--- src/rtl/vga_timing_gen_if.sv ---
// rtl/vga_timing_gen_if.sv - raster timing bundle between the generator and its renderers
interface vga_timing_gen_if;
  logic       pix_en;
  logic [9:0] DrawX;
  logic [9:0] DrawY;
  logic       blank;
  logic       hs;
  logic       vs;
  logic       line_start;
  logic       frame_start;
  logic [7:0] frame_count;

  modport master (
    input  pix_en,
    output DrawX, DrawY, blank, hs, vs, line_start, frame_start, frame_count
  );

  modport slave (
    output pix_en,
    input  DrawX, DrawY, blank, hs, vs, line_start, frame_start, frame_count
  );
endinterface

--- src/rtl/vga_timing_gen.sv ---
// rtl/vga_timing_gen.sv - VGA raster counters, blanking, delayed sync and frame markers
module vga_timing_gen #(
  parameter int H_ACTIVE   = 640,
  parameter int H_FP       = 16,
  parameter int H_SYNC     = 96,
  parameter int H_BP       = 48,
  parameter int V_ACTIVE   = 480,
  parameter int V_FP       = 10,
  parameter int V_SYNC     = 2,
  parameter int V_BP       = 33,
  parameter int SYNC_DELAY = 1
) (
  input  logic             vga_clk,
  input  logic             reset_n,
  vga_timing_gen_if.master vga
);

  localparam int H_TOTAL = H_ACTIVE + H_FP + H_SYNC + H_BP;
  localparam int V_TOTAL = V_ACTIVE + V_FP + V_SYNC + V_BP;

  localparam logic [9:0] H_MAX        = 10'(H_TOTAL - 1);
  localparam logic [9:0] V_MAX        = 10'(V_TOTAL - 1);
  localparam logic [9:0] H_FP_START   = 10'(H_ACTIVE);
  localparam logic [9:0] H_SYNC_START = 10'(H_ACTIVE + H_FP);
  localparam logic [9:0] H_BP_START   = 10'(H_ACTIVE + H_FP + H_SYNC);
  localparam logic [9:0] V_ACT_END    = 10'(V_ACTIVE);
  localparam logic [9:0] V_SYNC_START = 10'(V_ACTIVE + V_FP);
  localparam logic [9:0] V_SYNC_END   = 10'(V_ACTIVE + V_FP + V_SYNC);

  typedef enum logic [1:0] {
    REG_ACTIVE,
    REG_FRONT,
    REG_SYNC,
    REG_BACK
  } h_region_t;

  logic [9:0] hc;
  logic [9:0] vc;
  logic [7:0] frame_cnt;
  h_region_t  h_region;
  logic       hs_raw;
  logic       vs_raw;
  logic       hs_out;
  logic       vs_out;

  always_ff @(posedge vga_clk or negedge reset_n) begin
    if (!reset_n) begin
      hc        <= '0;
      vc        <= '0;
      frame_cnt <= '0;
    end else if (vga.pix_en) begin
      if (hc == H_MAX) begin
        hc <= '0;
        if (vc == V_MAX) begin
          vc        <= '0;
          frame_cnt <= frame_cnt + 8'd1;
        end else begin
          vc <= vc + 10'd1;
        end
      end else begin
        hc <= hc + 10'd1;
      end
    end
  end

  // Line region is a pure decode of hc, so it can never disagree with the counter.
  always_comb begin
    h_region = REG_ACTIVE;
    if (hc >= H_BP_START) begin
      h_region = REG_BACK;
    end else if (hc >= H_SYNC_START) begin
      h_region = REG_SYNC;
    end else if (hc >= H_FP_START) begin
      h_region = REG_FRONT;
    end
  end

  assign hs_raw = (h_region != REG_SYNC);
  assign vs_raw = !((vc >= V_SYNC_START) && (vc < V_SYNC_END));

  generate
    if (SYNC_DELAY == 0) begin : g_no_delay
      assign hs_out = hs_raw;
      assign vs_out = vs_raw;
    end else begin : g_delay
      logic [SYNC_DELAY-1:0] hs_pipe;
      logic [SYNC_DELAY-1:0] vs_pipe;

      // Stages reset to inactive so a reset mid-pulse never leaks a truncated sync.
      always_ff @(posedge vga_clk or negedge reset_n) begin
        if (!reset_n) begin
          hs_pipe <= '1;
          vs_pipe <= '1;
        end else if (vga.pix_en) begin
          hs_pipe <= SYNC_DELAY'({hs_pipe, hs_raw});
          vs_pipe <= SYNC_DELAY'({vs_pipe, vs_raw});
        end
      end

      assign hs_out = hs_pipe[SYNC_DELAY-1];
      assign vs_out = vs_pipe[SYNC_DELAY-1];
    end
  endgenerate

  assign vga.DrawX       = hc;
  assign vga.DrawY       = vc;
  assign vga.blank       = (h_region == REG_ACTIVE) && (vc < V_ACT_END);
  assign vga.hs          = hs_out;
  assign vga.vs          = vs_out;
  assign vga.line_start  = (hc == 10'd0);
  assign vga.frame_start = (hc == 10'd0) && (vc == 10'd0);
  assign vga.frame_count = frame_cnt;

endmodule

--- src/flat_wrapper.sv ---
// flat-port wrapper written by rule: the top's interface ports become plain ports
module vga_timing_gen_flat 
#(
  parameter int H_ACTIVE   = 640,
  parameter int H_FP       = 16,
  parameter int H_SYNC     = 96,
  parameter int H_BP       = 48,
  parameter int V_ACTIVE   = 480,
  parameter int V_FP       = 10,
  parameter int V_SYNC     = 2,
  parameter int V_BP       = 33,
  parameter int SYNC_DELAY = 1
)
  (vga_clk, reset_n, vga_pix_en, vga_DrawX, vga_DrawY, vga_blank, vga_hs, vga_vs, vga_line_start, vga_frame_start, vga_frame_count);
  vga_timing_gen_if vga_i ();
  input  logic vga_clk;
  input  logic reset_n;
  input wire logic [$bits(vga_i.pix_en)-1:0] vga_pix_en;
  output wire logic [$bits(vga_i.DrawX)-1:0] vga_DrawX;
  output wire logic [$bits(vga_i.DrawY)-1:0] vga_DrawY;
  output wire logic [$bits(vga_i.blank)-1:0] vga_blank;
  output wire logic [$bits(vga_i.hs)-1:0] vga_hs;
  output wire logic [$bits(vga_i.vs)-1:0] vga_vs;
  output wire logic [$bits(vga_i.line_start)-1:0] vga_line_start;
  output wire logic [$bits(vga_i.frame_start)-1:0] vga_frame_start;
  output wire logic [$bits(vga_i.frame_count)-1:0] vga_frame_count;
  assign vga_i.pix_en = vga_pix_en;
  assign vga_DrawX = vga_i.DrawX;
  assign vga_DrawY = vga_i.DrawY;
  assign vga_blank = vga_i.blank;
  assign vga_hs = vga_i.hs;
  assign vga_vs = vga_i.vs;
  assign vga_line_start = vga_i.line_start;
  assign vga_frame_start = vga_i.frame_start;
  assign vga_frame_count = vga_i.frame_count;
  vga_timing_gen #(.H_ACTIVE(H_ACTIVE), .H_FP(H_FP), .H_SYNC(H_SYNC), .H_BP(H_BP), .V_ACTIVE(V_ACTIVE), .V_FP(V_FP), .V_SYNC(V_SYNC), .V_BP(V_BP), .SYNC_DELAY(SYNC_DELAY)) u_core (.vga_clk(vga_clk), .reset_n(reset_n), .vga(vga_i));
endmodule
--- config.mk ---
export PLATFORM = sky130hd
export DESIGN_NAME = vga_timing_gen_flat
export DESIGN_NICKNAME = d
export VERILOG_FILES = /design/src/rtl/vga_timing_gen_if.sv /design/src/rtl/vga_timing_gen.sv /design/src/flat_wrapper.sv
export SDC_FILE = /design/constraint.sdc
export NUM_CORES = 1
export LEC_CHECK = 0
export ABC_AREA = 1
export CORE_MARGIN = 2
export CORE_UTILIZATION = 40
export DETAILED_ROUTE_END_ITERATION = 7
export PLACE_DENSITY = 0.61
export SLEW_MARGIN = 0
export SYNTH_ARGS = -nofsm -noshare
export SYNTH_HDL_FRONTEND = slang
export SYNTH_SLANG_ARGS = --single-unit
--- constraint.sdc ---
create_clock -name vga_clk -period 1.91 [get_ports vga_clk]
set_input_delay 0.382 -clock vga_clk [delete_from_list [all_inputs] [get_ports vga_clk]]
set_output_delay 0.382 -clock vga_clk [all_outputs]
set_load 0.01 [all_outputs]
## After elaboration in Yosys (flattened, before gate mapping)

Index checks and enable logic that the tools add are counted.

- Bits in registers: 30
- Input port bits: 3
- Output and inout port bits: 33
- Logic and storage cells: 31

- Add/subtract/negate cells: 3
- Order comparisons: 6
- Eq/ne operators: 3
- Multiplexer cells: 5
- Reduce and logical (&&, ||, !) cells: 9

Operators with widths:

| kind | count |
|---|---|
| $ge A10 B10 Y1 const B | 3 |
| $add A10 B1 Y10 const B | 2 |
| $eq A10 B10 Y1 const B | 2 |
| $logic_not A10 Y1 | 2 |
| $lt A10 B9 Y1 const B | 2 |
| $mux W10 | 2 |
| $ge A10 B9 Y1 const B | 1 |
| $add A8 B1 Y8 const B | 1 |
| $mux W2 | 2 |
| $logic_and A1 B1 Y1 | 3 |
| $reduce_and A3 Y1 | 1 |
| $logic_not A2 Y1 | 1 |
| $ne A2 B2 Y1 const B | 1 |
| $reduce_and A2 Y1 | 1 |
| $logic_not A1 Y1 | 1 |
| $mux W1 | 1 |

## Longest topological paths before layout

Gate-level depths: netlist of the first run.

- Depth in word-level cells: 6
- Depth in mapped cells: 10
- Gate-level depth less buffers: 10

## Least setup slack after synthesis of the first run

OpenSTA, ideal clock, no wires.

- Path kind: register to output
- From: register u_core.vc[0] (netlist: u_core.vga.DrawY[0])
- To: output vga_frame_start
- Arrival: 1.396 ns
- Data required time: 1.528 ns
- Setup slack: 0.132 ns
- Cell stages (with the launch flop): 7
- Buffers on the path: 0
- Path through: dfrtp_1 -> inv_1 -> ha_1 -> inv_1 -> nor2_1 -> nand3_1 -> nor4_1

- Cells in the longest elaborated chain, start to end: 2

RTL lines:

| element | line | text |
|---|---|---|
| from (decl) | vga_timing_gen.sv:38 | `logic [9:0] vc;` |
| from (signal assigned) | vga_timing_gen.sv:58 | `vc <= vc + 10'd1;` |
| $logic_not A10 Y1 | vga_timing_gen.sv:111 | `assign vga.frame_start = (hc == 10'd0) && (vc == 10'd0);` |
| $logic_and A1 B1 Y1 | vga_timing_gen.sv:111 |  |
| to (decl) | flat_wrapper.sv:25 | `output wire logic [$bits(vga_i.frame_start)-1:0] vga_frame_start;` |

Every way passes these cells.

## Final worst setup path of the first run

Ends and elaborated chain as after synthesis.

==> impl_metrics.env, run 1 <==
export IMPL_antenna_found_initial=0
export IMPL_p_per_area_nw_per_um2=693.4
export IMPL_ys_types=29
export IMPL_first_iter_violations=78
export IMPL_dp_hpwl_um=3384
export IMPL_first_pass_iters=4
export IMPL_crit_buf_inv=3
export IMPL_violations="setup timing"
export IMPL_ios=36
export IMPL_rsz0062_at_grt="true"
export IMPL_coreArea_um2=4444
export IMPL_first_global_vias=1759
export IMPL_die_w_um=72.66
export IMPL_synthTopCellsByArea="dfrtp_1, nand2_1, nand3_1"
export IMPL_hold_viol=0
export IMPL_gp_congestion=0.8316
export IMPL_skew_ns=0.007757
export IMPL_fillerInstances=415
export IMPL_ant_nets=0
export IMPL_pwr_share_clk=0.292
export IMPL_fin_ws_ns=-0.08430
export IMPL_dp_cells=367
export IMPL_crit_type="flop to output pin"
export IMPL_cp_top_family="simple AND/OR/NAND/NOR gates"
export IMPL_worst_path_stages=7
export IMPL_worst_path_max_fanout=2
export IMPL_cp_start_kind="flop"
export IMPL_min_path_type="input port to asynchronous set/reset pin"
export IMPL_cpPeakStageDelay_ns=0.40
export IMPL_synth_top_cell_by_area="dfrtp_1"
export IMPL_tritoncts="yes"
export IMPL_synth_fp_nets=258
export IMPL_yosysSeqAreaShare=0.3995
export IMPL_wirelength_um=4790
export IMPL_port_buffers=35
export IMPL_layout_area_overhead_vs_synth_pct=42.60
export IMPL_fmax_mhz=501.4
export IMPL_stdcell_area_um2=2689
export IMPL_slew_headroom=0.7244
export IMPL_initial_utilization=0.4243
export IMPL_r2r_setup_slack_ns=0.23
export IMPL_grt_usage=0.2005
export IMPL_peakVddDrop_uv=436.0
export IMPL_via_count=1827
export IMPL_diodes=0
export IMPL_switchingPower_uw=593.2
export IMPL_clock_sink_count=30
export IMPL_yosysWarnings=0
export IMPL_outcome="finished with violations"
export IMPL_wl_per_cell_um=12.67
export IMPL_p_int_mw=1.271
export IMPL_synth_top_area_frac=0.3716
export IMPL_clockBufferDepth=2
export IMPL_worstSetupEndpointType="output pin"
export IMPL_clk_latency_ns=0.28
export IMPL_final_max_slew_viol_count=0
export IMPL_combPwrFrac=0.320
export IMPL_use_met1=0.2800
export IMPL_busiest_layer="met2"
export IMPL_fp_row_count=24
export IMPL_cts_made_buffers=5
export IMPL_worst_pin_slew_ns=0.4134
export IMPL_postPlaceCellArea_um2=2537
export IMPL_final_util=0.6050
export IMPL_setup_violations=1
export IMPL_chipHeight_um=72.66
export IMPL_clk_pin_slew_worst_paths_ns=0.07
export IMPL_cp_common_cell="inv_2"
export IMPL_pwr_share_seq=0.388
export IMPL_crit_path_top_delay_cell="dfrtp_1"
export IMPL_synth_cells=250
export IMPL_max_cap_viol_count=0
export IMPL_fin_crit_sh=1.044
export IMPL_grt_max_degree=31
export IMPL_period_needed_ns=1.994
export IMPL_viasPerCell=4.833
export IMPL_p_leak_nw=1.381
export IMPL_crit_chain="inv_2, ha_4, inv_2, nor2_4, nand3_2, nor4_4, buf_2"
export IMPL_nNetsFinal=333
export IMPL_reg2reg_depth=11
export IMPL_layout_drive_gt1_share=0.2301
export IMPL_layout_common_cells="nand2_1, buf_4, clkdlybuf4s50_1"
export IMPL_grt_use_met3=0.05663
export IMPL_use_met2=0.2970
export IMPL_die_area_um2=5279
export IMPL_fin_cells=378
export IMPL_htree_levels=2
export IMPL_grt_pass1_wl_um=8045
export IMPL_syn_avg_cell_area_um2=7.542
export IMPL_arrival_ns=1.61
export IMPL_required_ns=1.53
export IMPL_netlist_area_um2=1886
export IMPL_mostFrequentLayoutCell="nand2_1"
export IMPL_overflow=0
export IMPL_place_ws_ns=-0.09979
export IMPL_ys_ff_latch=30
export IMPL_drc=0
export IMPL_cts_root_buffer="clkbuf_8"
export IMPL_p_sw_frac=0.3182
==> flip-flops by register name, indices dropped and copies added, names as in the netlist <==
register	cells
u_core.vga.DrawX	10
u_core.vga.DrawY	10
u_core.vga.vs	1
u_core.vga.hs	1
u_core.vga.frame_count	8
==> cells in the mapped netlist <==
library cell,count
nor2_2,4
nand2_2,3
nand3_4,1
nor2_1,26
nor3_1,6
o21ai_0,10
xor2_1,7
xnor2_1,5
ha_1,5
clkbuf_1,1
nor4_1,1
nand3b_1,1
nor2_4,4
o21ai_1,1
dfrtp_1,28
nand3_1,25
buf_2,1
buf_6,2
a31oi_1,1
dfstp_2,2
nand4_1,9
nand2_4,1
inv_2,1
a31o_2,1
nand2_1,67
a21oi_1,2
nand4_2,1
inv_1,33
nand4_4,1
==> worst reg2reg max path, cell delays in order, from the launching register on <==
cell and delay (ns):
dfrtp_1 0.40, inv_2 0.08, ha_4 0.12, inv_2 0.04, nor2_4 0.11, buf_4 0.11
buf_4 0.10, nand4_4 0.16, nor2_4 0.20, nand2_2 0.11, nand2_1 0.09, nand2_1 0.05
==> power by group through the flow <==
stage	clock network (mW)	registers, mW	logic, mW
after floorplan	0	0.809	0.190
after global placement	0	0.730	0.578
after detailed placement	0	0.732	0.582
after CTS	0.563	0.723	0.596
after global routing	0.598	0.728	0.668
final	0.545	0.723	0.596
==> area by class of cell <==
type,count,area (um2),area share
Timing Repair Buffer,72,625.6,0.2327
Clock inverter,1,5.005,0.001861
Multi-Input combinational cell,182,1026,0.3816
Inverter,34,127.6,0.04746
Tap cell,52,65.06,0.02420
Clock buffer,7,86.33,0.03211
Sequential cell,30,753.2,0.2801
==> final timing paths <==
kind / start / endpoint
min in group vga_clk: u_core.vga.hs / u_core.vga.hs
max reg2reg: u_core.vga.DrawY[0] / u_core.vga.frame_count[3]
max: u_core.vga.DrawY[0] / vga_frame_start
max in group asynchronous: reset_n / u_core.vga.hs
min: reset_n / u_core.vga.frame_count[5]
min reg2reg: u_core.vga.hs / u_core.vga.hs
==> layer usage <==
layer	part of all wire	wire length (um)	up-vias
li1	-	-	950
met1	0.50	2380	828
met2	0.45	2160	47
met3	0.047	224	2
met4	0.0052	25	0
met5	0	0	-
==> repair_timing <==
action	CTS	global route
hold buffers	0	0
resized for setup	10	14
setup buffers	0	3
pin swaps	0	4
setup endpoints to repair	3	3
==> kinds of logic after synthesis <==
logic type | after synthesis | share of synthesized area
AOI/OAI and AO/OA | 15 | 0.04247
xor gates and xnor gates | 12 | 0.05574
adders and majority gates | 5 | 0.03318
buffers and inverters | 38 | 0.08427
DFF | 30 | 0.3995
and+or+nand+nor | 150 | 0.3849
==> stage by stage <==
step / setup TNS (ns) / power [mW] / hold slack [ns]
after global placement: -0.1453 / 1.308 / 0.4798
after global routing: -0.1664 / 1.994 / 0.5170
after floorplan: 0 / 0.9994 / 0.08641
final: -0.08430 / 1.865 / 0.4916
after CTS: 0 / 1.883 / 0.4941
after detailed placement: -0.1106 / 1.314 / 0.4845
Power figures use the tool's default switching activity.
==> run 2, diff against run 1 <==
==> constraint.sdc (replaced) <==
create_clock -name vga_clk -period 1.91 [get_ports vga_clk]
set_input_delay 0.382 -clock vga_clk [delete_from_list [all_inputs] [get_ports vga_clk]]
set_output_delay 0.382 -clock vga_clk [all_outputs]
set_load 0.05 [all_outputs]
==> impl_metrics.env, run 2 (same netlist as run 1, synthesis figures left out) <==
export IMPL_tritoncts="yes"
export IMPL_crit_chain="inv_2, ha_4, inv_2, nor2_4, nand3_4, nor4_4, buf_12"
export IMPL_min_path_type="input port to asynchronous set/reset pin"
export IMPL_diodes=0
export IMPL_clk_pin_slew_worst_paths_ns=0.07
export IMPL_clk_latency_ns=0.28
export IMPL_fin_cells=363
export IMPL_required_ns=1.53
export IMPL_via_count=1788
export IMPL_worstSetupEndpointType="output pin"
export IMPL_violations="setup timing"
export IMPL_coreArea_um2=4444
export IMPL_worst_pin_slew_ns=0.4175
export IMPL_clock_sink_count=30
export IMPL_fin_ws_ns=-0.01502
export IMPL_ant_nets=0
export IMPL_crit_type="flop to output pin"
export IMPL_cp_start_kind="flop"
export IMPL_wl_per_cell_um=12.98
export IMPL_skew_ns=0.007480
export IMPL_rsz0062_at_grt="true"
export IMPL_p_leak_nw=1.355
export IMPL_layout_common_cells="nand2_1, buf_4, inv_1"
export IMPL_p_per_area_nw_per_um2=771.5
export IMPL_layout_drive_gt1_share=0.3280
export IMPL_hold_viol=0
export IMPL_period_needed_ns=1.925
export IMPL_cpPeakStageDelay_ns=0.41
export IMPL_overflow=0
export IMPL_htree_levels=2
export IMPL_cts_root_buffer="clkbuf_8"
export IMPL_die_area_um2=5279
export IMPL_chipHeight_um=72.66
export IMPL_dp_cells=347
export IMPL_gp_congestion=0.8792
export IMPL_final_max_slew_viol_count=0
export IMPL_drc=0
export IMPL_peakVddDrop_uv=476.8
export IMPL_cp_common_cell="inv_2"
export IMPL_grt_max_degree=31
export IMPL_viasPerCell=4.926
export IMPL_initial_utilization=0.4243
export IMPL_first_global_vias=1762
export IMPL_grt_usage=0.2000
export IMPL_fp_row_count=24
export IMPL_setup_violations=1
export IMPL_first_iter_violations=101
export IMPL_ios=36
export IMPL_slew_headroom=0.7207
export IMPL_crit_path_top_delay_cell="dfrtp_2"
export IMPL_layout_area_overhead_vs_synth_pct=38.35
export IMPL_clockBufferDepth=2
export IMPL_grt_pass1_wl_um=8307
export IMPL_dp_hpwl_um=3326
export IMPL_first_pass_iters=4
export IMPL_wirelength_um=4713
export IMPL_arrival_ns=1.54
export IMPL_fin_crit_sh=1.008
export IMPL_outcome="finished with violations"
export IMPL_max_cap_viol_count=0
export IMPL_total_power_mw=2.013
export IMPL_antenna_found_initial=0
export IMPL_die_w_um=72.66
export IMPL_cts_made_buffers=5
export IMPL_nNetsFinal=318
export IMPL_port_buffers=35
export IMPL_worst_path_max_fanout=2
export IMPL_fmax_mhz=519.5
export IMPL_mostFrequentLayoutCell="nand2_1"
==> run 2: layer usage <==
| layer | wire length, um | GRT usage | share of wire |
|---|---|---|---|
| met1 | 2193 | 0.2813 | 0.47 |
| met2 | 2307 | 0.3192 | 0.49 |
| met3 | 188 | 0.04006 | 0.040 |
| met4 | 24 | 0.04527 | 0.0051 |
| met5 | 0 | 0 | 0 |
==> run 2: layout make-up <==
type / instances / area (um2)
clock buffers: 8 / 90.09
inverters: 34 / 127.6
flip-flops and latches: 30 / 758.2
repair buffers: 57 / 483.0
multi-input cells: 182 / 1085
well taps: 52 / 65.06
fillers: 407 / 1836
==> run 2: metrics by stage <==
| stage | instance area (um2) | hold slack (ns) | setup TNS [ns] | util | worst slack (ns) |
|---|---|---|---|---|---|
| floorplan | 1931 | 0.08641 | -0.1904 | - | -0.1904 |
| global placement | 2387 | 0.4826 | 0 | 0.5372 | 0.09899 |
| detailed placement | 2387 | 0.4861 | 0 | 0.5372 | 0.08869 |
| CTS | 2595 | 0.4950 | -0.004683 | 0.5839 | -0.004683 |
| global route | 2609 | 0.5531 | -0.08940 | 0.5870 | -0.08940 |
| finish | 2609 | 0.4885 | -0.01502 | 0.5870 | -0.01502 |
==> run 2: what timing repair did <==
| item | 4_1_cts | 5_1_grt |
|---|---|---|
| pin swaps | 4 | 1 |
| setup endpoints to repair | 2 | 3 |
| hold buffers | 0 | 0 |
| setup buffers | 8 | 0 |
| gates resized for setup | 14 | 3 |
==> run 2: path summary, 6_finish.rpt <==
path | from | slack, ns | cells after the start | end
min in group vga_clk | u_core.vga.hs | 0.50 | 2 | u_core.vga.hs
worst max-delay path | u_core.vga.DrawY[1] | -0.02 | 7 | vga_frame_start
worst max register to register | u_core.vga.DrawY[1] | 0.29 | 10 | u_core.vga.frame_count[2]
worst min register to register | u_core.vga.hs | 0.50 | 2 | u_core.vga.hs
max in group asynchronous | reset_n | 1.09 | 2 | u_core.vga.hs
worst min-delay path | reset_n | 0.49 | 2 | u_core.vga.DrawX[7]
==> run 2: worst max-delay path, delay by kind of cell (launching register included) <==
kind,cells,cell delay (ns)
AND/OR/NAND/NOR,3,0.42
flip-flops,1,0.41
buffers and inverters,3,0.31
adder cells (fa/ha/maj),1,0.14
==> run 2: where the power goes <==
part | switching [mW] | total, mW | internal (mW)
sequential | 0.0364 | 0.729 | 0.693
combinational | 0.505 | 0.753 | 0.248
clock | 0.237 | 0.530 | 0.294
==> run 3, diff against run 2 <==
--- a/config.mk
+++ b/config.mk
@@ -7,9 +7,9 @@
 export LEC_CHECK = 0
 export ABC_AREA = 1
 export CORE_MARGIN = 2
-export CORE_UTILIZATION = 40
+export CORE_UTILIZATION = 45
 export DETAILED_ROUTE_END_ITERATION = 7
-export PLACE_DENSITY = 0.61
+export PLACE_DENSITY = 0.68
 export SLEW_MARGIN = 0
 export SYNTH_ARGS = -nofsm -noshare
 export SYNTH_HDL_FRONTEND = slang
==> impl_metrics.env, run 3 (same netlist as run 1, synthesis figures left out) <==
export IMPL_clk_latency_ns=0.28
export IMPL_htree_levels=2
export IMPL_wirelength_um=4592
export IMPL_clockBufferDepth=2
export IMPL_fin_ws_ns=-0.03430
export IMPL_ant_nets=0
export IMPL_first_global_vias=1763
export IMPL_reg2reg_depth=11
export IMPL_cp_start_kind="flop"
export IMPL_via_count=1789
export IMPL_setup_tns_ns=-0.03430
export IMPL_p_leak_nw=1.346
export IMPL_die_area_um2=4724
export IMPL_clk_pin_slew_worst_paths_ns=0.06
export IMPL_period_needed_ns=1.944
export IMPL_min_path_type="input port to asynchronous set/reset pin"
export IMPL_overflow=0
export IMPL_layout_drive_gt1_share=0.3226
export IMPL_port_buffers=35
export IMPL_grt_max_degree=31
export IMPL_peakVddDrop_uv=618.8
export IMPL_total_power_mw=1.997
export IMPL_die_w_um=68.73
export IMPL_mostFrequentLayoutCell="nand2_1"
export IMPL_dp_hpwl_um=3316
export IMPL_ios=36
export IMPL_outcome="finished with violations"
export IMPL_clock_sink_count=30
export IMPL_viasPerCell=4.969
export IMPL_max_cap_viol_count=0
export IMPL_layout_area_overhead_vs_synth_pct=36.10
export IMPL_worstSetupEndpointType="output pin"
export IMPL_antenna_found_initial=0
export IMPL_required_ns=1.53
export IMPL_worst_path_max_fanout=2
export IMPL_setup_violations=1
export IMPL_tritoncts="yes"
export IMPL_cts_root_buffer="clkbuf_8"
export IMPL_grt_usage=0.2268
export IMPL_gp_congestion=0.8566
export IMPL_fmax_mhz=514.3
export IMPL_fin_crit_sh=1.018
export IMPL_fp_row_count=23
export IMPL_worst_pin_slew_ns=0.3884
export IMPL_p_per_area_nw_per_um2=778.1
export IMPL_final_max_slew_viol_count=0
export IMPL_slew_headroom=0.7410
export IMPL_cts_made_buffers=5
export IMPL_diodes=0
export IMPL_chipHeight_um=68.73
export IMPL_skew_ns=0.005692
export IMPL_crit_type="flop to output pin"
export IMPL_hold_viol=0
export IMPL_grt_pass1_wl_um=7886
export IMPL_layout_common_cells="nand2_1, buf_4, inv_1"
export IMPL_nNetsFinal=317
export IMPL_first_pass_iters=4
export IMPL_drc=0
export IMPL_rsz0062_at_grt="true"
export IMPL_initial_utilization=0.4680
export IMPL_wl_per_cell_um=12.76
export IMPL_holdBufCountCts=0
export IMPL_violations="setup timing"
export IMPL_arrival_ns=1.56
export IMPL_first_iter_violations=94
export IMPL_coreArea_um2=4029
run 3: cell count changes in the layout (fill, tap and decap cells not counted):
cell      before  now
nor3_4         1    0
nand2_2        4    3
nor2_2         6    7
clkbuf_1       2    1
buf_12         4    3
clkinv_2       0    1
nor2_1        21   22
nand2_1       66   67
nor3_2         0    1
nor2_4         7    5
run 3: path summary, 6_finish.rpt:
path / start / to / slack (ns)
worst max-delay path: u_core.vga.DrawY[0] / vga_frame_start / -0.03
worst min-delay path: reset_n / u_core.vga.DrawX[6] / 0.49
worst max register to register: u_core.vga.DrawY[0] / u_core.vga.frame_count[4] / 0.20
worst min register to register: u_core.vga.vs / u_core.vga.vs / 0.49
max in group asynchronous: reset_n / u_core.vga.vs / 1.09
min in group vga_clk: u_core.vga.vs / u_core.vga.vs / 0.49
run 3: cell type report:
cell class	instances	area, um2
inverters	34	127.6
well taps	50	62.56
fillers	367	1463
flip-flops and latches	30	758.2
clock inverters	1	5.005
clock buffers	7	86.33
repair buffers	56	462.9
multi-input cells	182	1064
run 3: layer usage:
metal | global-route usage | vias to the layer above | wire [um] | share of wire
li1 | - | 916 | - | -
met1 | 0.3008 | 811 | 2085 | 0.45
met2 | 0.3606 | 54 | 2178 | 0.47
met3 | 0.05682 | 8 | 274 | 0.060
met4 | 0.07843 | 0 | 54 | 0.012
met5 | 0 | - | 0 | 0
run 3: where the power goes:
group | total (mW) | switching, mW | internal (mW)
registers | 0.726 | 0.0327 | 0.693
clock network | 0.514 | 0.224 | 0.290
logic | 0.757 | 0.503 | 0.253
total | 2.00 | 0.760 | 1.24
run 3: worst max-delay path, cell delays in order, from the launching register on:
cell     delay, ns
dfrtp_2       0.41
inv_2         0.08
ha_4          0.13
inv_2         0.04
nor2_4        0.13
nand3_4       0.09
nor4_4        0.23
buf_12        0.18
run 3: through the flow:
stage | hold slack (ns) | cell area [um2] | utilization | instances | worst slack [ns]
4_1_cts | 0.4902 | 2566 | 0.6370 | 360 | -0.02215
3_3_place_gp | 0.4789 | 2380 | 0.5907 | 346 | 0.1003
3_5_place_dp | 0.4800 | 2380 | 0.5907 | 346 | 0.08602
2_1_floorplan | 0.08641 | 1931 | - | 250 | -0.1904
6_report | 0.4887 | 2566 | 0.6370 | 360 | -0.03430
5_1_grt | 0.4963 | 2566 | 0.6370 | 360 | -0.1130
run 3: repair_timing:
item / CTS / global route
gates resized for setup: 12 / 0
pin swaps: 3 / 0
setup buffers: 6 / 0
endpoints found under the setup margin: 2 / 1
hold endpoints to repair: 0 / 0
==> edit (flow settings as in run 3) <==
Reset style: synchronous (`reset_n`), changed in 2 clocked blocks.
--- a/src/rtl/vga_timing_gen.sv
+++ b/src/rtl/vga_timing_gen.sv
@@ -44,5 +44,5 @@
   logic       vs_out;
 
-  always_ff @(posedge vga_clk or negedge reset_n) begin
+  always_ff @(posedge vga_clk) begin
     if (!reset_n) begin
       hc        <= '0;
@@ -88,5 +88,5 @@
 
       // Stages reset to inactive so a reset mid-pulse never leaks a truncated sync.
-      always_ff @(posedge vga_clk or negedge reset_n) begin
+      always_ff @(posedge vga_clk) begin
         if (!reset_n) begin
           hs_pipe <= '1;
Formal check against the unedited RTL: differs if reset_n is asserted again (counterexample within 4 cycles, from zero or initial values and one cycle with reset_n low); with reset_n held inactive, the same outputs for 10 cycles.
==> edit against run 3 <==
- the flow still finishes with violations (setup timing)
- global-route usage down 1.2 points
- sequential share of layout area down 4.0 points
- area after synthesis down 6.8%
- non-clock buffer count down 9
- critical path depth unchanged
- setup slack better by 0.010 ns
- routed wire length down 7.1%
- cell area down 7.8%
- sequential cell count unchanged
- clock skew down 0.00056 ns
- critical path type unchanged
- critical endpoint unchanged
- highest routed layer unchanged
Power is not compared: it rests on default switching activity, and its combinational part moved more than twofold at a synthesized area within 25%.
==> edit: results (changes against run 3) <==
- Post-synthesis cell type count: 26 (-10%)
- Synthesized Nets: 279 (+8.1%)
- CP peak stage delay: 0.34 ns (-0.07 ns)
- Async SR Flop Fraction: 0% (-100 points)
- # nets final: 329 (+3.8%)
- CP max stage cell: dfxtp_2
- Cells after DPL: 359 (+3.8%)
- Wire length on met3: 194 um (-29%)
- Setup ws final: -0.0240 ns (+0.0103 ns)
- Sequential share of the synthesized area: 34.2% (-5.8 points)
- Setup slack, reg-to-reg: 0.16 ns (-0.04 ns)
- Synth Instances: 271 (+8.4%)
- Min-Delay Path Class: flop to flop
- Crit-path max FO: 4 (+2)
- Setup Skew: 0.00513 ns (-0.000562 ns)
- Layout cell share with drive strength beyond 1: 23.0% (-9.3 points)
- Pre-CTS setup slack: 0.0330 ns (-0.0531 ns)
- M2 GR Usage: 33.3% (-2.8 points)
- WL met1: 2160 um (+3.7%)
- GP Congestion: 0.904 (+5.5%)
- Reg-to-Reg Start: u_core.vga.DrawY[0]
- Status: finished with violations
- Met3 Resource Use GR: 5.57% (-0.11 points)
- Most instantiated cells after synthesis: nand2_1 (62), inv_1 (44), nor2_1 (36)
- Largest net degree at the start of global routing: 15 (-52%)
- Final setup vio count: 1 (unchanged)
- Failing checks: setup timing
- Top cells by area, synth: dfxtp_1 (34%), nand2_1 (13%), inv_1 (9.4%)
- WL met2: 1880 um (-14%)
- Drt wl/cell: 11.5 um (-9.6%)
- Vias in the first global route: 1635 (-7.3%)
edit: worst max-delay path, delay by kind of cell (launching register included):
kind | cells | cell delay, ns
DFF | 1 | 0.34
buffers and inverters | 3 | 0.30
and+or+nand+nor | 3 | 0.44
adders and majority gates | 1 | 0.18
edit: path summary, 6_finish.rpt:
path	endpoint	depth (start not counted)
hold / removal	u_core.vga.vs	2
setup reg to reg	u_core.vga.DrawY[9]	13
setup / recovery	vga_frame_start	7
hold reg to reg	u_core.vga.vs	2
edit: cell type report:
cell class	instances	area, um2
multi-input combinational	191	1010
tap	48	60.1
inverter	46	173
clock buffer	8	110
fill	372	1350
sequential	30	604
timing repair buffer	47	405
edit: logic make-up after synthesis:
kind of cell / Yosys count / synth area share, %
DFF: 30 / 34.2
adders and majority gates: 5 / 3.56
buffers and inverters: 50 / 11.3
AOI/OAI and AO/OA: 30 / 8.76
and+or+nand+nor: 151 / 39.7
xor gates and xnor gates: 5 / 2.49
edit: repair_timing:
item / CTS / global route
pin swaps: 2 / 4
gates cloned: 0 / 0
buffers inserted: 2 / 1
setup endpoints to repair: 2 / 2
resized for setup: 7 / 6
edit: where the power goes:
group / switching [mW] / internal (mW) / total (mW) / leakage (nW)
sequential: 0.00285 / 0.631 / 0.633 / 0.243
clock: 0.231 / 0.363 / 0.594 / 0.0575
combinational: 0.0792 / 0.0576 / 0.137 / 0.801
total: 0.313 / 1.05 / 1.36 / 1.10
edit: per-stage QoR:
stage	utilization [%]	setup TNS, ns	hold WS (ns)
6_report	63.7	-0.0240	0.477
5_1_grt	63.7	-0.0930	0.491
4_1_cts	63.0	0	0.473
3_5_place_dp	58.9	0	0.459
3_3_place_gp	58.9	0	0.459
2_1_floorplan	-	0	0.590
